## config.mk

```make
export PLATFORM = sky130hd
export DESIGN_NAME = rv32_mem_arbiter
export DESIGN_NICKNAME = d
export VERILOG_FILES = /design/src/rtl/rv32_mem_arbiter.sv
export SDC_FILE = /design/constraint.sdc
export NUM_CORES = 1
export LEC_CHECK = 0
export BUFFER_PORTS_ARGS = -buffer_cell sky130_fd_sc_hd__buf_2
export CORE_ASPECT_RATIO = 2
export CORE_MARGIN = 8
export CORE_UTILIZATION = 44
export DETAILED_ROUTE_END_ITERATION = 12
export PLACE_DENSITY = 0.95
export SLEW_MARGIN = 20
export SYNTH_ARGS = -nofsm -noshare
export SYNTH_HDL_FRONTEND = slang
export SYNTH_SLANG_ARGS = --single-unit
```

## constraint.sdc

```tcl
create_clock -name clk -period 5.3 [get_ports clk]
set_input_delay 0.265 -clock clk [delete_from_list [all_inputs] [get_ports clk]]
set_output_delay 0.265 -clock clk [all_outputs]
set_load 0.02 [all_outputs]
```

## src/rtl/rv32_mem_arbiter.sv

```systemverilog
// rv32_mem_arbiter
//
// Purpose: shares one memory port between the instruction-fetch requester
// and the load/store requester of an RV32 core. Data requests have priority.
// A fairness counter guarantees a pending fetch is served after at most
// MAX_DATA_GRANTS consecutive data grants. Arbitration happens in IDLE and
// in the completion cycle of the current transfer, so transfers can run
// back-to-back with no idle cycle between them.
//
// Optional feature: define RV32_ARB_TIMEOUT_EN to enable the waitrequest
// timeout. After TIMEOUT_CYCLES stalled cycles the transfer is force-completed
// with readdata 0 and bus_error is pulsed. Without the macro there is no
// timeout counter and bus_error is tied low.
//
// Ports:
//   clk, reset            - single clock; asynchronous active-high reset
//   ifetch_*              - fetch requester (read only, waitrequest handshake)
//   dmem_*                - load/store requester (read/write, byteenable)
//   mem_*                 - shared memory port (registered request outputs)
//   bus_error             - one-cycle pulse on a timed-out transfer
module rv32_mem_arbiter #(
   parameter int MAX_DATA_GRANTS = 4,
   parameter int TIMEOUT_CYCLES  = 1024
) (
   input  logic        clk,
   input  logic        reset,
   input  logic [31:0] ifetch_addr,
   input  logic        ifetch_read,
   output logic [31:0] ifetch_readdata,
   output logic        ifetch_waitrequest,
   input  logic [31:0] dmem_addr,
   input  logic        dmem_read,
   input  logic        dmem_write,
   input  logic [31:0] dmem_writedata,
   input  logic [3:0]  dmem_byteenable,
   output logic [31:0] dmem_readdata,
   output logic        dmem_waitrequest,
   output logic [31:0] mem_address,
   output logic        mem_read,
   output logic        mem_write,
   output logic [31:0] mem_writedata,
   output logic [3:0]  mem_byteenable,
   input  logic [31:0] mem_readdata,
   input  logic        mem_waitrequest,
   output logic        bus_error
);

   typedef enum logic [1:0] {IDLE, IFETCH, DATA} state_t;

   // Out-of-range parameters instantiate a module that does not exist, which
   // stops elaboration with an error instead of building a broken arbiter.
   localparam bit PARAMS_OK = (MAX_DATA_GRANTS >= 1) && (MAX_DATA_GRANTS <= 15) &&
                              (TIMEOUT_CYCLES >= 2) && (TIMEOUT_CYCLES <= 65535);
   generate
      if (!PARAMS_OK) begin : g_param_check
         rv32_mem_arbiter_parameter_out_of_range u_bad_param ();
      end
   endgenerate

   localparam logic [3:0] FAIR_MAX = 4'(MAX_DATA_GRANTS);

   state_t     state;
   state_t     state_nxt;
   logic [3:0] fair_cnt;
   logic [3:0] fair_cnt_nxt;

   logic data_req;
   logic busy;
   logic timeout_hit;
   logic complete;
   logic arb;
   logic fair_full;
   logic grant_data;
   logic grant_fetch;
   logic fetch_done;
   logic data_done;

   assign data_req = dmem_read | dmem_write;
   assign busy     = (state != IDLE);

`ifdef RV32_ARB_TIMEOUT_EN
   logic [15:0] to_cnt;

   // The stalled cycle that brings the count to TIMEOUT_CYCLES is itself
   // the forced completion cycle.
   assign timeout_hit = busy && mem_waitrequest && (to_cnt == 16'(TIMEOUT_CYCLES - 1));
   assign bus_error   = timeout_hit;

   always_ff @(posedge clk or posedge reset) begin
      if (reset) begin
         to_cnt <= '0;
      end else if (grant_data || grant_fetch) begin
         to_cnt <= '0;
      end else if (busy && mem_waitrequest) begin
         to_cnt <= to_cnt + 16'd1;
      end
   end
`else
   assign timeout_hit = 1'b0;
   assign bus_error   = 1'b0;
`endif

   assign complete  = busy && (!mem_waitrequest || timeout_hit);
   assign arb       = !busy || complete;
   assign fair_full = (fair_cnt == FAIR_MAX);

   // Data wins unless the fetch has already waited through the full quota.
   assign grant_data  = arb && data_req && !(fair_full && ifetch_read);
   assign grant_fetch = arb && ifetch_read && !grant_data;

   assign fetch_done = complete && (state == IFETCH);
   assign data_done  = complete && (state == DATA);

   // Requester handshake is combinational so a requester sees its completion
   // in the same cycle the memory finishes. A requester that dropped its
   // request mid-transfer simply sees waitrequest low and ignores the data.
   assign ifetch_waitrequest = ifetch_read && !fetch_done;
   assign dmem_waitrequest   = data_req && !data_done;
   assign ifetch_readdata    = (fetch_done && !timeout_hit) ? mem_readdata : '0;
   assign dmem_readdata      = (data_done && !timeout_hit) ? mem_readdata : '0;

   always_ff @(posedge clk or posedge reset) begin
      if (reset) begin
         state    <= IDLE;
         fair_cnt <= '0;
      end else begin
         state    <= state_nxt;
         fair_cnt <= fair_cnt_nxt;
      end
   end

   always_comb begin
      state_nxt    = state;
      fair_cnt_nxt = fair_cnt;
      if (grant_data) begin
         state_nxt = DATA;
         // Only data grants that make a waiting fetch wait longer are counted.
         if (ifetch_read && !fair_full) begin
            fair_cnt_nxt = fair_cnt + 4'd1;
         end
      end else if (grant_fetch) begin
         state_nxt    = IFETCH;
         fair_cnt_nxt = '0;
      end else if (complete) begin
         state_nxt = IDLE;
      end
   end

   // Memory request registers: loaded on grant, held while stalled, and the
   // strobes drop after completion unless a back-to-back grant reloads them.
   always_ff @(posedge clk or posedge reset) begin
      if (reset) begin
         mem_address    <= '0;
         mem_writedata  <= '0;
         mem_byteenable <= '0;
         mem_read       <= 1'b0;
         mem_write      <= 1'b0;
      end else if (grant_data) begin
         mem_address    <= dmem_addr;
         mem_writedata  <= dmem_writedata;
         mem_byteenable <= dmem_byteenable;
         // A simultaneous read and write request performs the write only.
         mem_read       <= dmem_read & ~dmem_write;
         mem_write      <= dmem_write;
      end else if (grant_fetch) begin
         mem_address    <= ifetch_addr;
         mem_writedata  <= '0;
         mem_byteenable <= 4'hF;
         mem_read       <= 1'b1;
         mem_write      <= 1'b0;
      end else if (complete) begin
         mem_read       <= 1'b0;
         mem_write      <= 1'b0;
      end
   end

endmodule
```

==> Flow_metrics.wiki <==
{| class="wikitable"
! Metric !! Value
|-
| Post-detailed-route DRC marker count || 0
|-
| Final-report hold violation count || 0
|-
| Maximum Capacitance Violations || 0
|-
| Setup Crit Path Kind || reg2reg
|-
| Cell area after placement || 5160 um2
|-
| Areal power density over the cells || 350 nW/um2
|-
| Arrival time at the worst endpoint || 2410 ps
|-
| Post-Synthesis Net Count || 513
|-
| Combinational power share || 30.9%
|-
| Antenna violations before repair || 2
|-
| Average size of a mapped cell || 10.1 um2
|-
| Initial DRC Count || 264
|-
| Worst Path Max Fanout || 17
|-
| Postcts setup bufs || 0
|-
| Std-Cell Core Area || 8290 um2
|-
| Count of flip-flops with a built-in enable after synthesis || 0
|-
| Antenna Nets Post-Route || 0
|-
| Largest vdd supply drop || 0.000221 V
|-
| Main combinational cell family by area after synthesis || compound AO/OA/AOI/OAI gates
|-
| Switching component of the power || 665 uW
|-
| Largest cells by area after synthesis || sky130_fd_sc_hd__dfrtp_1 (51%), sky130_fd_sc_hd__and2_1 (11%), sky130_fd_sc_hd__inv_1 (10%), sky130_fd_sc_hd__a222oi_1 (8.5%), sky130_fd_sc_hd__a22o_1 (7.5%)
|-
| Number of vias per cell after detailed routing || 5.21
|-
| Instance count of the mapped netlist || 373
|-
| Fraction of layout cells with a size suffix above 1 || 47.0%
|-
| Share of total power in sequential cells || 39.5%
|-
| Required time of the critical path || 5460 ps
|-
| Setup repair after global routing missed its margin || no
|-
| Syn. warnings || 0
|-
| Cell taking the most area after synthesis || sky130_fd_sc_hd__dfrtp_1
|-
| Peak clock frequency supported by timing || 444 MHz
|-
| GRT Residual Overflow || 0
|-
| Maximum buffer depth of the clock tree || 2
|-
| Count of nets after finishing || 779
|-
| Worst setup path startpoint || fair_cnt[0]$_DFFE_PP0P_
|-
| Worst slew pin tran || 967 ps
|-
| PnR worst setup slack || 3050 ps
|-
| Via count || 3869
|-
| Area share of the largest cell type after synthesis || 50.7%
|-
| Detailed placement HPWL || 11200 um
|-
| Final Routed Wirelength || 14000 um
|-
| Slowest Stage Delay on Critical Path || 720 ps
|-
| Standard-cell row count || 47
|-
| Fraction of power spent switching nets || 34.9%
|-
| Clock latency of the later-clocked register in the worst-skew pair || 320 ps
|-
| Post-synth ARST share || 100%
|-
| Nature of the critical path endpoint || flop
|-
| Setup violators final || 0
|-
| Non-Filler Cell Area, Final || 5450 um2
|-
| Clock power share || 29.6%
|-
| Ports placed on the boundary || 275
|-
| Final cycle utilization of the critical path || 42.5%
|-
| Origin of the critical flop-to-flop path || fair_cnt[0]$_DFFE_PP0P_
|-
| Number of gates given a new drive strength after cts || 0
|-
| Startpoint kind of the worst setup timing path || flop
|-
| Worst slew slack as a fraction of its limit || 35.5%
|-
| Min Hold Slack || 159 ps
|-
| Hold-fix buffers, CTS || 0
|-
| First-pass detailed-route iteration total || 5
|-
| Cells traversed along the worst timing path || inv_1, ha_1, nand4b_2, a211oi_4, buf_4, a222oi_1
|-
| Setup tns final || 0 ps
|-
| Total CTS buffers || 9
|-
| Horizontal die dimension || 81.3 um
|-
| Leak Pwr || 0.00331 uW
|-
| Height of the die || 147 um
|-
| Status || completed
|-
| Yosys reg bits || 76
|-
| CTS Sinks || 76
|-
| Clock slew at reported path FFs || 60 ps
|-
| Placement Setup Slack || 3040 ps
|-
| Fill count || 639
|-
| Largest net degree at the start of global routing || 77
|-
| Hold/Removal Path Class || in2reg
|-
| Clock root buffer || sky130_fd_sc_hd__clkbuf_16
|-
| Sequential area share after synthesis || 50.7%
|-
| Global-route wire length before repair || 21000 um
|-
| Fraction of the mapped netlist area in simple logic gates || 13.9%
|-
| Portion of netlist area occupied by mux cells || 0%
|-
| H-Tree Depth || 3
|-
| Placer congestion estimate || 0.834
|-
| Average wire per cell in the routed design || 18.8 um
|-
| Minimum period implied by the final worst setup slack || 2250 ps
|-
| Total of buffers placed on input and output ports || 273
|-
| Growth of design area from synthesis to finish || 45.2%
|-
| Post-Synthesis Cell Area || 3750 um2
|-
| Compound-cell area share of the yosys netlist || 20.6%
|-
| Share of the synthesized netlist area taken by xor and xnor gates || 0%
|-
| CTS tree || done
|-
| Number of distinct library cell variants in the gate-level netlist after synthesis || 35
|-
| Cell-internal power || 1240 uW
|-
| Clock tree skew after final layout || 6.36 ps
|-
| DIE AREA || 11900 um2
|-
| Max Slew Vio Count || 0
|-
| Effective utilization at floorplan || 45.2%
|-
| Master of the slowest instance on the critical path || sky130_fd_sc_hd__a211oi_4
|-
| Global router's overall resource usage || 22.8%
|-
| Number of global-route vias before repair || 4277
|-
| Hold wc startpoint || dmem_writedata[1]
|-
| Adder and majority gate portion of the synthesized area || 0.667%
|-
| Flip-flop cell with the highest count after synthesis || sky130_fd_sc_hd__dfrtp_1
|}
layer usage:
layer	global-route usage, %	routed length (um)	vias to the layer above
met1	23.3	4910	1819
met2	38.7	7070	249
met3	9.66	1670	23
met5	0	11	-
met4	9.37	310	2
li1	-	-	1776
state kept, by name, summed over array words and instances (netlist names):
| name | cells |
|---|---|
| mem_write | 1 |
| fair_cnt | 4 |
| mem_address | 32 |
| mem_read | 1 |
| mem_writedata | 32 |
| mem_byteenable | 4 |
| state | 2 |
power groups by stage:
stage	Combinational [uW]	Sequential [uW]	Clock (uW)
global route	637	765	608
CTS	594	752	581
detailed placement	592	762	0
global placement	575	755	0
finish	589	752	564
floorplan	246	870	0
layout by cell type (no fill, tap or decap), drive strengths merged, types with 4 or more instances in the layout:
cell type,Yosys,routed
buf,18,279
inv,101,102
dfrtp,76,76
and2,64,64
a222oi,32,32
a22o,32,32
clkbuf,6,11
o21ai,7,7
nor2,4,4
o22a,4,4
critical path: cells and delay by family, from the launching register on:
family	cells	cell delay [ps]
compound gates	2	850
fa+ha+maj	1	180
buf+inv	2	420
flops	1	410
simple gates	1	230
logic make-up (layout without fill, tap and decap cells):
| family | count (synthesis) | after routing |
|---|---|---|
| adders and majority gates | 2 | 2 |
| AOI/OAI and AO/OA | 86 | 86 |
| buffers and inverters | 125 | 396 |
| other | 1 | 2 |
| DFF | 76 | 76 |
| and+or+nand+nor | 83 | 83 |
worst paths after layout:
path                                                       to  slack [ps]  cells past startpoint
max in group asynchronous          mem_address[4]$_DFFE_PP0P_        4430                      3
worst max-delay path               mem_address[1]$_DFFE_PP0P_        3050                      6
worst max register to register     mem_address[1]$_DFFE_PP0P_        3050                      6
worst min register to register  mem_writedata[14]$_DFFE_PP0P_         500                      1
min in group asynchronous          mem_address[5]$_DFFE_PP0P_         250                      3
worst min-delay path             mem_writedata[1]$_DFFE_PP0P_         160                      2
cells in the mapped netlist, types with 2 or more instances:
cell type,n
sky130_fd_sc_hd__a22o_1,32
sky130_fd_sc_hd__inv_1,101
sky130_fd_sc_hd__o21ai_0,5
sky130_fd_sc_hd__ha_1,2
sky130_fd_sc_hd__buf_4,3
sky130_fd_sc_hd__nor3b_1,2
sky130_fd_sc_hd__buf_6,4
sky130_fd_sc_hd__a32o_1,2
sky130_fd_sc_hd__nor2_1,4
sky130_fd_sc_hd__dfrtp_1,76
sky130_fd_sc_hd__nand3_1,3
sky130_fd_sc_hd__o21ai_2,2
sky130_fd_sc_hd__and2_1,64
sky130_fd_sc_hd__clkbuf_1,6
sky130_fd_sc_hd__buf_2,11
sky130_fd_sc_hd__o22a_1,4
sky130_fd_sc_hd__nand2_1,3
sky130_fd_sc_hd__a222oi_1,32
final cells by class:
cell class | instances | area, um2 | share of cell area (%)
clock buffer | 11 | 243 | 4.46
tap | 98 | 123 | 2.25
multi-input combinational | 172 | 1350 | 24.8
antenna | 1 | 2.50 | 0.0460
inverter | 101 | 379 | 6.96
sequential | 76 | 1900 | 34.9
timing repair buffer | 279 | 1410 | 25.9
clock inverter | 5 | 36.3 | 0.666
per-stage QoR:
stage,power (uW),cells,util (%)
2_1_floorplan,1120,373,-
3_3_place_gp,1330,726,62.3
3_5_place_dp,1350,726,62.3
4_1_cts,1930,742,65.6
5_1_grt,2010,743,65.7
6_report,1910,743,65.7
Power figures use the tool's default switching activity.
